[src/rtl/window_scan_controller.sv]
// Raster-scan sequencer for the KxK sliding-window stage.
// Accepts one IMG_W x IMG_H frame over a valid/ready stream, strobes the
// line-buffer shift on every accepted pixel and presents the top-left
// coordinates of each complete window, honouring downstream backpressure.
module window_scan_controller #(
  parameter int IMG_W = 256,
  parameter int IMG_H = 256,
  parameter int K     = 3,
  parameter int CW    = $clog2(IMG_W),
  parameter int RW    = $clog2(IMG_H)
) (
  input  logic          clk,
  input  logic          rst,
  input  logic          start_i,
  input  logic          pix_valid_i,
  output logic          pix_ready_o,
  input  logic          out_ready_i,
  output logic          shift_en_o,
  output logic          win_valid_o,
  output logic [RW-1:0] win_row_o,
  output logic [CW-1:0] win_col_o,
  output logic          busy_o,
  output logic          frame_done_o
);

  typedef enum logic [1:0] {
    S_IDLE  = 2'd0,
    S_RUN   = 2'd1,
    S_DRAIN = 2'd2,
    S_DONE  = 2'd3
  } state_e;

  localparam logic [CW-1:0] LAST_COL = CW'(IMG_W - 1);
  localparam logic [RW-1:0] LAST_ROW = RW'(IMG_H - 1);
  localparam logic [CW-1:0] EDGE_COL = CW'(K - 1);
  localparam logic [RW-1:0] EDGE_ROW = RW'(K - 1);

  state_e        state_q, state_d;
  logic [CW-1:0] col_q, col_d;
  logic [RW-1:0] row_q, row_d;
  logic          win_valid_q, win_valid_d;
  logic [RW-1:0] win_row_q, win_row_d;
  logic [CW-1:0] win_col_q, win_col_d;

  logic accept;
  logic at_last_col;
  logic at_last_row;
  logic window_pos;

  // A pixel may enter only while running and while any pending window is
  // either absent or being consumed this cycle.
  assign pix_ready_o  = (state_q == S_RUN) & (~win_valid_q | out_ready_i);
  assign accept       = pix_valid_i & pix_ready_o;
  assign shift_en_o   = accept;
  assign at_last_col  = (col_q == LAST_COL);
  assign at_last_row  = (row_q == LAST_ROW);
  // The accepted pixel is the bottom-right corner of a full window.
  assign window_pos   = (row_q >= EDGE_ROW) & (col_q >= EDGE_COL);

  assign win_valid_o  = win_valid_q;
  assign win_row_o    = win_row_q;
  assign win_col_o    = win_col_q;
  assign busy_o       = (state_q == S_RUN) | (state_q == S_DRAIN);
  assign frame_done_o = (state_q == S_DONE);

  // Frame FSM and raster position counters.
  always_comb begin
    // NOTE: every signal gets a default before the case so no path leaves it
    // unassigned; otherwise synthesis infers a latch to hold the old value.
    state_d = state_q;
    col_d   = col_q;
    row_d   = row_q;
    case (state_q)
      S_IDLE: begin
        if (start_i) begin
          state_d = S_RUN;
          col_d   = '0;
          row_d   = '0;
        end
      end
      S_RUN: begin
        if (accept) begin
          if (at_last_col) begin
            col_d = '0;
            if (at_last_row) begin
              row_d   = '0;
              state_d = S_DRAIN;
            end else begin
              row_d = row_q + RW'(1);
            end
          end else begin
            col_d = col_q + CW'(1);
          end
        end
      end
      S_DRAIN: begin
        // Leave once the final window has been taken (or was never pending).
        if (!win_valid_q || out_ready_i) state_d = S_DONE;
      end
      S_DONE:  state_d = S_IDLE;
      default: state_d = S_IDLE;
    endcase
  end

  // Window presentation: a new window overrides a consume in the same cycle,
  // so a simultaneous consume-and-produce keeps valid high with new coordinates.
  always_comb begin
    win_valid_d = win_valid_q;
    win_row_d   = win_row_q;
    win_col_d   = win_col_q;
    if (accept && window_pos) begin
      win_valid_d = 1'b1;
      win_row_d   = row_q - EDGE_ROW;
      win_col_d   = col_q - EDGE_COL;
    end else if (out_ready_i) begin
      win_valid_d = 1'b0;
    end
  end

  // State register with synchronous reset; a reset mid-frame discards it.
  always_ff @(posedge clk) begin
    // NOTE: sequential state uses non-blocking assignments so every register
    // samples its pre-edge value regardless of statement order.
    if (rst) begin
      state_q     <= S_IDLE;
      col_q       <= '0;
      row_q       <= '0;
      win_valid_q <= 1'b0;
      win_row_q   <= '0;
      win_col_q   <= '0;
    end else begin
      state_q     <= state_d;
      col_q       <= col_d;
      row_q       <= row_d;
      win_valid_q <= win_valid_d;
      win_row_q   <= win_row_d;
      win_col_q   <= win_col_d;
    end
  end

endmodule

[config.mk]
export PLATFORM = sky130hd
export DESIGN_NAME = window_scan_controller
export DESIGN_NICKNAME = d
export VERILOG_FILES = /design/src/rtl/window_scan_controller.sv
export SDC_FILE = /design/constraint.sdc
export NUM_CORES = 1
export LEC_CHECK = 0
export CAP_MARGIN = 20
export CORE_MARGIN = 2
export CORE_UTILIZATION = 45
export CTS_CLUSTER_DIAMETER = 150
export DETAILED_ROUTE_END_ITERATION = 12
export GPL_ROUTABILITY_DRIVEN = 0
export PLACE_DENSITY_LB_ADDON = 0.05
export SLEW_MARGIN = 20
export SYNTH_ARGS = -nofsm -noshare
export SYNTH_HDL_FRONTEND = slang
export SYNTH_SLANG_ARGS = --single-unit
[constraint.sdc]
create_clock -name clk -period 2.6 [get_ports clk]
set_clock_uncertainty 0.1 [all_clocks]
set_input_delay 0.52 -clock clk [delete_from_list [all_inputs] [get_ports clk]]
set_output_delay 0.52 -clock clk [all_outputs]
set_load 0.005 [all_outputs]
**Word-level counts from Yosys, hierarchy flattened**

Cells that the tools add are included.

- Add/sub/neg operators: 4
- $mul: 0
- Div/mod/pow operators: 0
- Magnitude comparators: 2
- Equality and inequality tests: 10
- Shift operators: 0
- Multiplexer cells: 16
- Bitwise gates (word level): 6
- Reduce and logical (&&, ||, !) cells: 9

Operators with widths:

| operator | number |
|---|---|
| two-way mux 8 bit | 6 |
| one-hot mux 8 bit (2 select lines) | 2 |
| adder 8 x 1 -> 8 bit, second input constant | 2 |
| == test 8 bit, second input constant | 2 |
| greater-or-equal comparator 8 x 2 -> 1 bit, second input constant | 2 |
| subtractor 8 x 2 -> 8 bit, second input constant | 2 |
| two-way mux 2 bit | 5 |
| inequality test 2 bit, second input constant | 4 |
| one-hot mux 2 bit (4 select lines) | 1 |
| AND reduction 5 bit | 1 |
| == test 2 bit, second input constant | 2 |
| AND reduction 4 bit | 1 |
| nonzero test 2 bit | 2 |
| bitwise AND 1 bit | 3 |
| AND reduction 3 bit | 1 |
| == test 2 x 1 -> 1 bit, second input constant | 1 |
| zero test 2 bit | 1 |
| two-way mux 1 bit | 2 |
| inequality test 2 x 1 -> 1 bit, second input constant | 1 |
| bitwise OR 1 bit | 2 |
| logical AND 1 bit | 1 |
| zero test 1 bit | 1 |
| logical OR 1 bit | 1 |
| NOT 1 bit | 1 |

- Bits in registers: 35
- Bits in latches: 0
- Bits in writable memories: 0
- Memory bits (read-only): 0
- Input bits: 5
- Output and inout bits: 21
- Word-level logic and storage cells: 53
- Memories: 0

**Logic depth before layout (Yosys ltp)**

- Depth after elaboration: 6
- Gate-level depth with buffers: 9

**Worst setup path after synthesis**

Ideal clock, no wire load.

- Path kind: register to output
- Start: register state_q[1]
- End: output shift_en_o
- Arrival time: 1.262 ns
- Required time: 1.980 ns
- Path slack: 0.718 ns
- Stages on the path, launching flop included: 8
- Path through: dfxtp_1 inv_1 ha_1 nand2_1 or2_1 buf_2 inv_2 buf_4

- Longest elaborated chain between the ends: 3

Ends and longest elaborated chain:

| what | RTL line | text |
|---|---|---|
| from (decl) | 38 | `state_e state_q, state_d;` |
| from (signal assigned) | 132 | `state_q <= state_d;` |
| == test 2 x 1 -> 1 bit | 52 | `assign pix_ready_o = (state_q == S_RUN) & (~win_valid_q \| out_ready_i);` |
| bitwise AND 1 bit | 52 |  |
| bitwise AND 1 bit | 53 | `assign accept = pix_valid_i & pix_ready_o;` |
| to (decl) | 18 | `output logic shift_en_o,` |

Every way passes these cells.

**Worst setup path in the final report**

- Start: input pix_valid_i
- End: output shift_en_o

- Longest elaborated chain between the ends: 1

Ends and longest elaborated chain:

| what | RTL line | text |
|---|---|---|
| from (decl) | 15 | `input logic pix_valid_i,` |
| bitwise AND 1 bit | 53 |  |

Every way passes these cells.

==> results by group <==
Finish
  • Synthesis-to-finish area growth: 19.3%
  • Layout cell share with drive strength beyond 1: 16.9%
  • Net count reported at finish: 283
  • Most common library cell in the layout ignoring fill and taps: sky130_fd_sc_hd__dfxtp_1
  • Most frequent cells in the layout: 35 x sky130_fd_sc_hd__dfxtp_1, 25 x sky130_fd_sc_hd__clkdlybuf4s50_1
  • Diodes inserted: 0

Clock network
  • Clock Tree Buf Depth: 2
  • Number of levels in the clock H-tree: 2
  • Setup Buffers After CTS: 0
  • CTS Hold Buffers Added: 0
  • Clk slew on worst S/H paths: 0.07 ns
  • Total clock buffers created by CTS: 5
  • Clock tree from TritonCTS: done
  • Clock insertion delay at the later pin of the skew report: 0.29 ns
  • Root cell of the clock tree: sky130_fd_sc_hd__clkbuf_8
  • # resized after CTS: 1
  • CTS Sinks: 35

Yosys
  • Ys flop type: sky130_fd_sc_hd__dfxtp_1
  • Summed instance area of the synthesized netlist: 2120 µm²
  • Sequential fraction of the synthesis area: 33.0%
  • Count of different cell masters after synthesis: 56
  • Number of nets produced by synthesis: 256
  • Mean cell area of the mapped netlist: 8.92 µm²
  • Number of synthesized register bits: 35
  • Post-Synthesis Cells: 238
  • Share of async-settable or async-resettable flops after synthesis: 0%
  • Number of enable flip-flop cells after synthesis: 0
  • Synth warnings: 0

Power
  • Portion of total power attributed to the clock network: 27.9%
  • Leakage component of the power: 0.898 nW
  • Switching share of power: 34.4%
  • Switching component of the power: 540 µW
  • Internal power consumption: 1.03 mW
  • Register share of total power: 36.8%
  • Total power per unit cell area: 620 nW/µm²
  • Maximum vdd drop: 424 µV
  • Comb power frac: 35.3%

Worst setup path
  • Worst R2R Start: col_q[1]$_SDFFE_PP0P_
  • Crit Reg-Reg Endpoint: row_q[3]$_SDFFE_PP0P_
  • Critical path launch point type: input pin
  • Largest incremental delay on the critical path: 0.49 ns
  • Data arrival time of the critical path: 1.90 ns
  • Max stage delay cell, worst path: sky130_fd_sc_hd__clkdlybuf4s50_1
  • CP endpoint kind: primary output
  • Critical path fanouts, max: 2
  • Worst EP required: 1.98 ns
  • Cell-by-cell listing of the critical path: clkdlybuf4s50_1 -> nand2_1 -> or2_1 -> inv_2 -> clkdlybuf4s50_1
  • Buf+Inv Stages, Crit Path: 3
  • Slack of the worst reg-to-reg path: 0.55 ns
  • CP dominant cell by count: sky130_fd_sc_hd__clkdlybuf4s50_1
  • Top Family by Delay on Critical Path: buffers and inverters
  • Setup CP Type: input pin to primary output
  • Number of cells on the worst reg-to-reg path: 5

Global route
  • Wire length of the first global-routing pass: 8190 µm
  • Total congestion overflow after global routing: 0
  • Vias in the first global route: 1,725
  • Total track usage: 19.7%
  • Pin count of the biggest net entering global routing: 18
  • Initial antenna violation count: 0

Floorplanning
  • Die Wd: 72.7 µm
  • I/O pin count: 26
  • Die H: 72.7 µm
  • Standard-cell rows: 24
  • Floorplan core area: 4440 µm²
  • Area enclosed by the die boundary: 5280 µm²
  • Initial core utilization: 47.7%

Placement
  • Detailed placement HPWL: 3420 µm
  • Pre-CTS worst setup slack: 0.0702 ns
  • Number of port buffers: 25

Drt
  • Initial DRC count: 94
  • Count of vias placed by the detailed router: 1,888
  • Mean routed wirelength per cell: 15.2 µm
  • Via/cell ratio: 5.94
  • Routed wire length: 4850 µm
  • Count of nets left with antenna violations after detail routing: 0
  • DRC violations left: 0
  • Detailed Routing Iterations Pass 1: 4

Timing
  • Unrepaired setup endpoints after global routing: false
  • Number of slew-limit violations in the final report: 0
  • Pin slew with the least headroom to its limit: 0.463 ns
  • Hold slack final: 0.378 ns
  • Worst max-slew margin expressed relative to the limit: 69.1%
  • Maximum clock frequency: 0.396 GHz
  • Number of hold violations in the final report: 0
  • Worst setup margin: 0.0755 ns
  • Final-report setup violation count: 0
  • Final total negative setup slack: 0 ns
  • Time the final worst path needs with I/O delays and setup: 2.52 ns
  • Period utilization: 97.1%

Worst hold path
  • Hold endpoint: win_row_o[0]$_SDFFE_PP0P_
  • Worst min-delay path class: flop to flop
  • Hold Path Origin: win_row_o[0]$_SDFFE_PP0P_
  • Hold Path Depth: 2

Flow run
  • Number of maximum-capacitance constraint violations: 0

Outcome
  • Result of the run: completed
kinds of logic (layout without fill, tap and decap cells):
group	after synthesis	after routing	share of synthesized area, %
adder cells (fa/ha/maj)	13	13	7.67
AND/OR/NAND/NOR	78	78	22.5
XOR/XNOR	8	8	3.30
buffers and inverters	31	59	7.61
AO/OA/AOI/OAI	71	71	24.9
flip-flops	35	35	33.0
multiplexers	2	2	0.943
tightest hold or removal path, cell delays in order (launching register included):
cell                      delay (ns)
sky130_fd_sc_hd__dfxtp_1        0.31
sky130_fd_sc_hd__o31ai_1        0.06
sky130_fd_sc_hd__a21oi_1        0.06
how the worst max path moves through the flow:
stage	startpoint	endpoint	slack (ns)	cells after the start
2_1_floorplan	state_q[1]$_SDFFE_PP0P_	shift_en_o	0.72	7
3_3_place_gp	pix_valid_i	shift_en_o	0.08	5
3_5_place_dp	pix_valid_i	shift_en_o	0.07	5
4_1_cts	state_q[1]$_SDFFE_PP0P_	shift_en_o	0.04	6
5_1_grt	pix_valid_i	shift_en_o	0.03	5
6_report	pix_valid_i	shift_en_o	0.08	5
state kept, by name, indices dropped and copies added, names as in the netlist:
register and count:
win_valid_o 1, state_q 2, col_q 8, win_row_o 8, win_col_o 8, row_q 8
synthesized netlist by cell type (all sizes together), types with 4 or more instances:
cell type | n | area share [%]
inv | 14 | 2.5
nand4 | 10 | 3.5
o21ai | 12 | 2.8
nor2 | 5 | 1.0
o21a | 4 | 1.5
a31oi | 13 | 3.8
o31ai | 6 | 2.1
a21oi | 13 | 3.1
dfxtp | 35 | 33
or2 | 4 | 1.3
buf | 12 | 4.2
ha | 13 | 7.7
nor4 | 5 | 1.8
xnor2 | 7 | 2.9
a311oi | 4 | 2.2
nand3 | 11 | 2.6
or3 | 5 | 1.5
nand2 | 14 | 2.6
clkbuf | 5 | 0.88
nor3 | 8 | 2.4
a211oi | 9 | 4.8
routing by layer:
| layer | global-route usage (%) | vias to the layer above | wire length, µm |
|---|---|---|---|
| met5 | 0 | - | 0 |
| met4 | 6.17 | 0 | 61 |
| met3 | 4.56 | 5 | 228 |
| met2 | 29.5 | 55 | 2130 |
| met1 | 28.2 | 881 | 2420 |
| li1 | - | 947 | - |
per-stage QoR:
step,instances,cell area (µm²),power [mW],util (%)
2_1_floorplan,238,2120,0.948,-
3_3_place_gp,310,2420,1.13,54.4
3_5_place_dp,310,2420,1.13,54.4
4_1_cts,318,2520,1.57,56.7
5_1_grt,318,2530,1.68,57.0
6_report,318,2530,1.57,57.0
power groups by stage:
stage	Clock [mW]	Sequential [mW]	Combinational, mW
2_1_floorplan	0	0.592	0.356
3_3_place_gp	0	0.586	0.543
4_1_cts	0.451	0.575	0.548
3_5_place_dp	0	0.587	0.538
5_1_grt	0.474	0.580	0.623
6_report	0.438	0.577	0.554
cell type report:
cell class,count,area (µm²)
Multi-Input combinational cell,172,1270
Tap cell,52,65.1
Clock buffer,8,100
Fill cell,434,1910
Timing Repair Buffer,37,340
Sequential cell,35,701
Inverter,14,52.6
Power figures use the tool's default switching activity.
==> variant 1: new RTL, same flow settings <==
Re-encode `state_e` (4 states) as Gray code, 2 bits wide.
--- a/src/rtl/window_scan_controller.sv
+++ b/src/rtl/window_scan_controller.sv
@@ -24,10 +24,10 @@
 );
 
   typedef enum logic [1:0] {
-    S_IDLE  = 2'd0,
-    S_RUN   = 2'd1,
-    S_DRAIN = 2'd2,
-    S_DONE  = 2'd3
+    S_IDLE  = 2'b00,
+    S_RUN   = 2'b01,
+    S_DRAIN = 2'b11,
+    S_DONE  = 2'b10
   } state_e;
 
   localparam logic [CW-1:0] LAST_COL = CW'(IMG_W - 1);
Behaviour: same outputs for any inputs over 10 cycles, from zero or initial values and one cycle with rst high; not proved beyond that.
==> variant 1 against the unedited design <==
Wire length fell by 0.78%. Die area down 4.5%. Synthesized cell count fell by 0.42%. Cell area shrank 5.5%. Critical path depth shrank 1. Worst setup slack improved by 0.071 ns. Sequential cell count unchanged. Synthesized area shrank 4.8%. Fmax up 2.9%.
Power is not compared: it rests on default switching activity, and its combinational part moved more than twofold at a synthesized area within 25%.
==> variant 1: results (changes against the unedited design) <==
The run finished with clean final reports. The tools report the half-perimeter wire length after placement as 3380 um (-1.2%). The tools report the end of the worst register-to-register path as row_q[3]. The net total in the final layout came out at 271 (-4.2%). The pin slew with the least headroom to its limit came out at 0.978 ns (+0.515 ns). Placement-stage cell area: 2310 um^2 (-4.6%).

The share of the final layout cell area in multi-input gates was 0.491 (-0.0116). The pin count of the biggest net entering global routing is 21 (+3), and the first-pass detailed-route iteration total is 5 (+1). The clock network area share is 0.0350 (-0.00450), and the area added between synthesis and finish is 18.4%.

On the critical path the largest part of the delay comes from buffers and inverters. The number of global-route vias before repair was 1607 (-6.8%); the number of cells traversed by the worst register-to-register path was 5 (unchanged). The placed cell count is 303 (-2.3%). The post-synthesis share of cell area spent on full adders, half adders and majority gates was 0.0495 (-0.0271); the number of multi-input combinational cells was 170 (-1.2%). Launch point of the worst path: out_ready_i. The worst-path maximum fanout is 3 (+1), and the layout cell share with drive strength beyond 1 is 0.120 (-0.0495). The count of inverters other than clock inverters in the layout is 11 (-3), and the global-route wire length before repair is 8110 um (-1.0%). For the flop-to-flop setup slack, the log shows 0.36 ns (-0.19 ns). The met1 routing resource usage after global routing came out at 0.305 (+0.0228). The run gives 48 (-14%) as the count of different cell masters after synthesis. The combined flip-flop and latch cell area is 702 um^2 (+0.18%), and the number of fill cells in the layout is 412 (-5.1%). Post-synthesis share of cell area spent on xor and xnor gates: 0.0390 (+0.00599). Maximum clock rate: 0.408 GHz (+2.9%). By area the synthesized netlist is led by sky130_fd_sc_hd__dfxtp_1 35%, sky130_fd_sc_hd__ha_1 5.0%, sky130_fd_sc_hd__a211oi_1 4.5%.

The count of placed standard cells in the final layout, fillers left out is 311 (-2.2%), and the proportion of cell area occupied by registers is 0.293 (+0.0166). The worst register-to-register path begins at col_q[1]. The average detailed-routed wire length per instance is 15.5 um (+1.4%), and the number of clock buffer instances in the layout is 5 (-3). Among all stages on the critical path, the largest delay is contributed by sky130_fd_sc_hd__clkdlybuf4s50_1.

The met2 track demand over resource in global routing is 0.282 (-0.0125), and the multiplexer share of the synthesized area is 0.00991 (+0.000473). The post-place setup slack is 0.0474 ns (-0.0229 ns). The portion of the layout cell area used by non-clock buffers works out to 0.136 (+0.00153).

The number of ordinary and repair buffers in the finished layout works out to 35 (-5.4%). Routed via count divided by cell count: 5.93 (about the same). The logs give 237 (-0.42%) for the cell count after synthesis and 0.347 (+0.0166) for the sequential element share of the synthesized area. The number of DRC markers in iteration 0 came out at 120 (+28%). The overall routing resource usage was 0.202 (+0.00437); the net count after synthesis was 250 (-2.3%). The met3 usage in global routing is 0.0484 (+0.00285), and the clock insertion delay at the later pin of the skew report is 0.30 ns. The compound-gate portion of the synthesized area is 0.262 (+0.0125).
-- variant 1: changes by cell type after synthesis, sizes merged, moves of 4 or more --
cell and delta:
a31oi -12, a21oi +11, nor2 +10, clkbuf +5, ha -5, nand2 -5
o21ai -5, o41ai +5, or4 +5, nand4 -4, or2 -4
-- variant 1: report_power, final --
part           internal, mW  switching (mW)  total, mW
clock network         0.184           0.216      0.400
registers             0.541         0.00998      0.551
logic                0.0502          0.0667      0.117
total                 0.775           0.293       1.07
-- variant 1: timing repair --
item	CTS	global route
gates resized for setup	0	1
setup buffers	0	0
endpoints found under the setup margin	0	1
-- variant 1: worst reg2reg max path, stage by stage, from the launching register on --
cell	delay (ns)
sky130_fd_sc_hd__dfxtp_1	0.46
sky130_fd_sc_hd__ha_1	0.27
sky130_fd_sc_hd__nand3_1	0.11
sky130_fd_sc_hd__o21a_1	0.34
sky130_fd_sc_hd__or4_1	0.61
sky130_fd_sc_hd__o41ai_1	0.26
-- variant 1: routing by layer --
| layer | vias to the layer above | part of all wire |
|---|---|---|
| met5 | - | 0 |
| met4 | 0 | 0.012 |
| met3 | 6 | 0.052 |
| met2 | 56 | 0.42 |
| met1 | 844 | 0.52 |
| li1 | 939 | - |
-- variant 1: how the worst min path moves through the flow --
stage / slack (ns) / end / depth (start not counted) / start
finish: 0.39 / win_row_o[0] / 2 / win_row_o[0]
global route: 0.42 / win_col_o[5] / 2 / win_col_o[5]
CTS: 0.40 / win_row_o[0] / 2 / win_row_o[0]
detailed placement: 0.38 / win_col_o[0] / 2 / win_col_o[0]
global placement: 0.39 / win_col_o[0] / 2 / win_col_o[0]
floorplan: 0.37 / win_col_o[1] / 2 / win_col_o[1]
==> variant 2: new RTL, same flow settings <==
Made on the original files. `IMG_H`: 256 -> 128.
--- a/src/rtl/window_scan_controller.sv
+++ b/src/rtl/window_scan_controller.sv
@@ -4,7 +4,7 @@
 // coordinates of each complete window, honouring downstream backpressure.
 module window_scan_controller #(
   parameter int IMG_W = 256,
-  parameter int IMG_H = 256,
+  parameter int IMG_H = 128,
   parameter int K     = 3,
   parameter int CW    = $clog2(IMG_W),
   parameter int RW    = $clog2(IMG_H)
Interface: changed (resized win_row_o); port bits go from 26 to 25. The function was not compared with the original's and may differ.
==> variant 2 against the unedited design <==
Global-route usage decreased by 0.10 points. Synthesized cell count is 7.1% lower. Worst setup slack gained 0.030 ns. Cell area down 9.2%. Synthesized area fell by 8.9%. Wire length shrank 5.4%. Sequential cell count fell by 2. Power rose by 8.6%. Die area fell by 8.4%. Critical path type unchanged. Largest cell class unchanged.
==> variant 2: results (changes against the unedited design) <==
The logs give 45 (-20%) for the count of different cell masters after synthesis and 2170 um (+1.9%) for the sum of met2 wire segment lengths after detailed routing. The post-place setup slack is 0.0760 ns (+0.00579 ns), and the layout cell share with drive strength beyond 1 is 0.0984 (-0.0708). The wire length reported by the detailed router came out at 4580 um (-5.4%). The flow ran to the end, and the final reports show no timing, DRC or antenna violations. The number of antenna violations at the first check in global routing is 0 (unchanged), and the wire length on met3 is 135 um (-41%). The commonest cells after synthesis are 33 x sky130_fd_sc_hd__dfxtp_1, 14 x sky130_fd_sc_hd__a31oi_1, 13 x sky130_fd_sc_hd__ha_1, 13 x sky130_fd_sc_hd__nand3_1. The number of global-route vias before repair was 1719 (-0.35%). The main flop type after synthesis is sky130_fd_sc_hd__dfxtp_1.

For the routed metal-1 wirelength, the log shows 2230 um (-8.0%). For this design, the slowest cell found on the critical path is sky130_fd_sc_hd__clkdlybuf4s50_1. The placement-stage cell area is 2210 um^2 (-8.7%). The worst-path maximum fanout works out to 3 (+1). The post-CTS setup repair buffer count came out at 0 (unchanged). The TritonCTS buffer count is 5 (unchanged). The number of DRC markers in iteration 0 was 63 (-33%); the share of synthesized flip-flops with an asynchronous set or reset was 0 (unchanged). For the worst-skew pair, the clock arrives at the later sink with an insertion delay of 0.28 ns. The tools report the overall routing resource usage as 0.196 (-0.00100). Met3 usage in global routing: 0.0320 (-0.0136).

For the global-route wire length before repair, the log shows 7820 um (-4.6%). The peak ir drop on the vdd network came out at 0.000553 V (+30%). The number of buffers added on ports is 24 (-4.0%). The number of fill cells in the layout is 371 (-15%).

Clock tree synthesis selected as its root buffer the cell sky130_fd_sc_hd__clkbuf_8. Worst min-delay path category: register to register. The tools report the first-pass detailed-route iteration total as 4 (unchanged). The half-perimeter wire length after placement is 3350 um (-1.9%). Routed via count divided by cell count: 5.94 (about the same). The sequential element share of the synthesized area is 0.342 (+0.0116), and the net total in the final layout is 262 (-7.4%). Arrival time at the worst endpoint: 1.87 ns (-0.03 ns). The met2 track demand over resource in global routing came out at 0.337 (+0.0416).

H-tree depth reported by CTS: 2 (unchanged). For the count of synthesis-stage warnings from yosys, the log shows 0 (unchanged). Pin count of the biggest net entering global routing: 19 (+1). Net count after synthesis: 239 (-6.6%). The met1 routing resource usage after global routing came out at 0.252 (-0.0294). In the post-synthesis netlist, the biggest area contributors are sky130_fd_sc_hd__dfxtp_1 34%, sky130_fd_sc_hd__ha_1 8.4%, sky130_fd_sc_hd__a211oi_1 4.7%. The remaining max-slew budget at the tightest pin is 0.646 (-0.0452), and the maximum single-stage delay on the critical path is 0.49 ns (about the same). The buffer levels on the longest clock path was 2 (unchanged); the static leakage was 0.794 nW (-12%).

Broken down by cell family, the worst path's largest delay share belongs to buffers and inverters.
variant 2: cell count changes after synthesis, sizes merged, moves of 3 or more:
cell / change
nor4: -3
nand2: -5
a211oi: +3
or2: -3
o21ai: -6
xnor2: +3
nand4: -3
variant 2: final timing paths:
check,start,cells past startpoint,slack (ns),endpoint
min,win_row_o[0],2,0.37,win_row_o[0]
min reg2reg,win_row_o[0],2,0.37,win_row_o[0]
max reg2reg,col_q[0],6,0.38,win_col_o[7]
max,out_ready_i,5,0.11,shift_en_o
variant 2: report_power, final:
| group | internal (mW) | leakage [nW] | switching [mW] |
|---|---|---|---|
| sequential | 0.533 | 0.266 | 0.0266 |
| clock | 0.210 | 0.0443 | 0.183 |
| combinational | 0.303 | 0.483 | 0.448 |
| total | 1.05 | 0.794 | 0.658 |
variant 2: area by class of cell:
class | count | area (um^2) | share of cell area
multi-input combinational | 158 | 1130 | 0.493
tap | 50 | 62.6 | 0.0272
inverter | 13 | 48.8 | 0.0212
timing repair buffer | 33 | 308 | 0.134
clock buffer | 7 | 86.3 | 0.0376
sequential | 33 | 661 | 0.287
variant 2: per-stage QoR:
step           hold WS (ns)  std cells
2_1_floorplan         0.365        221
4_1_cts               0.376        294
3_3_place_gp          0.363        287
3_5_place_dp          0.367        287
6_report              0.371        294
5_1_grt               0.419        294
variant 2: timing repair:
item	in CTS	in global routing
hold buffers	0	0
resized for setup	0	1
setup endpoints to repair	0	1
variant 2: kinds of logic (layout without fill, tap and decap cells):
group | after synthesis | in the layout | share of synthesized area
adder cells (fa/ha/maj) | 13 | 13 | 0.0841
AO/OA/AOI/OAI | 65 | 65 | 0.234
flip-flops | 33 | 33 | 0.342
XOR/XNOR | 10 | 10 | 0.0453
buffers and inverters | 30 | 53 | 0.0751
AND/OR/NAND/NOR | 70 | 70 | 0.219
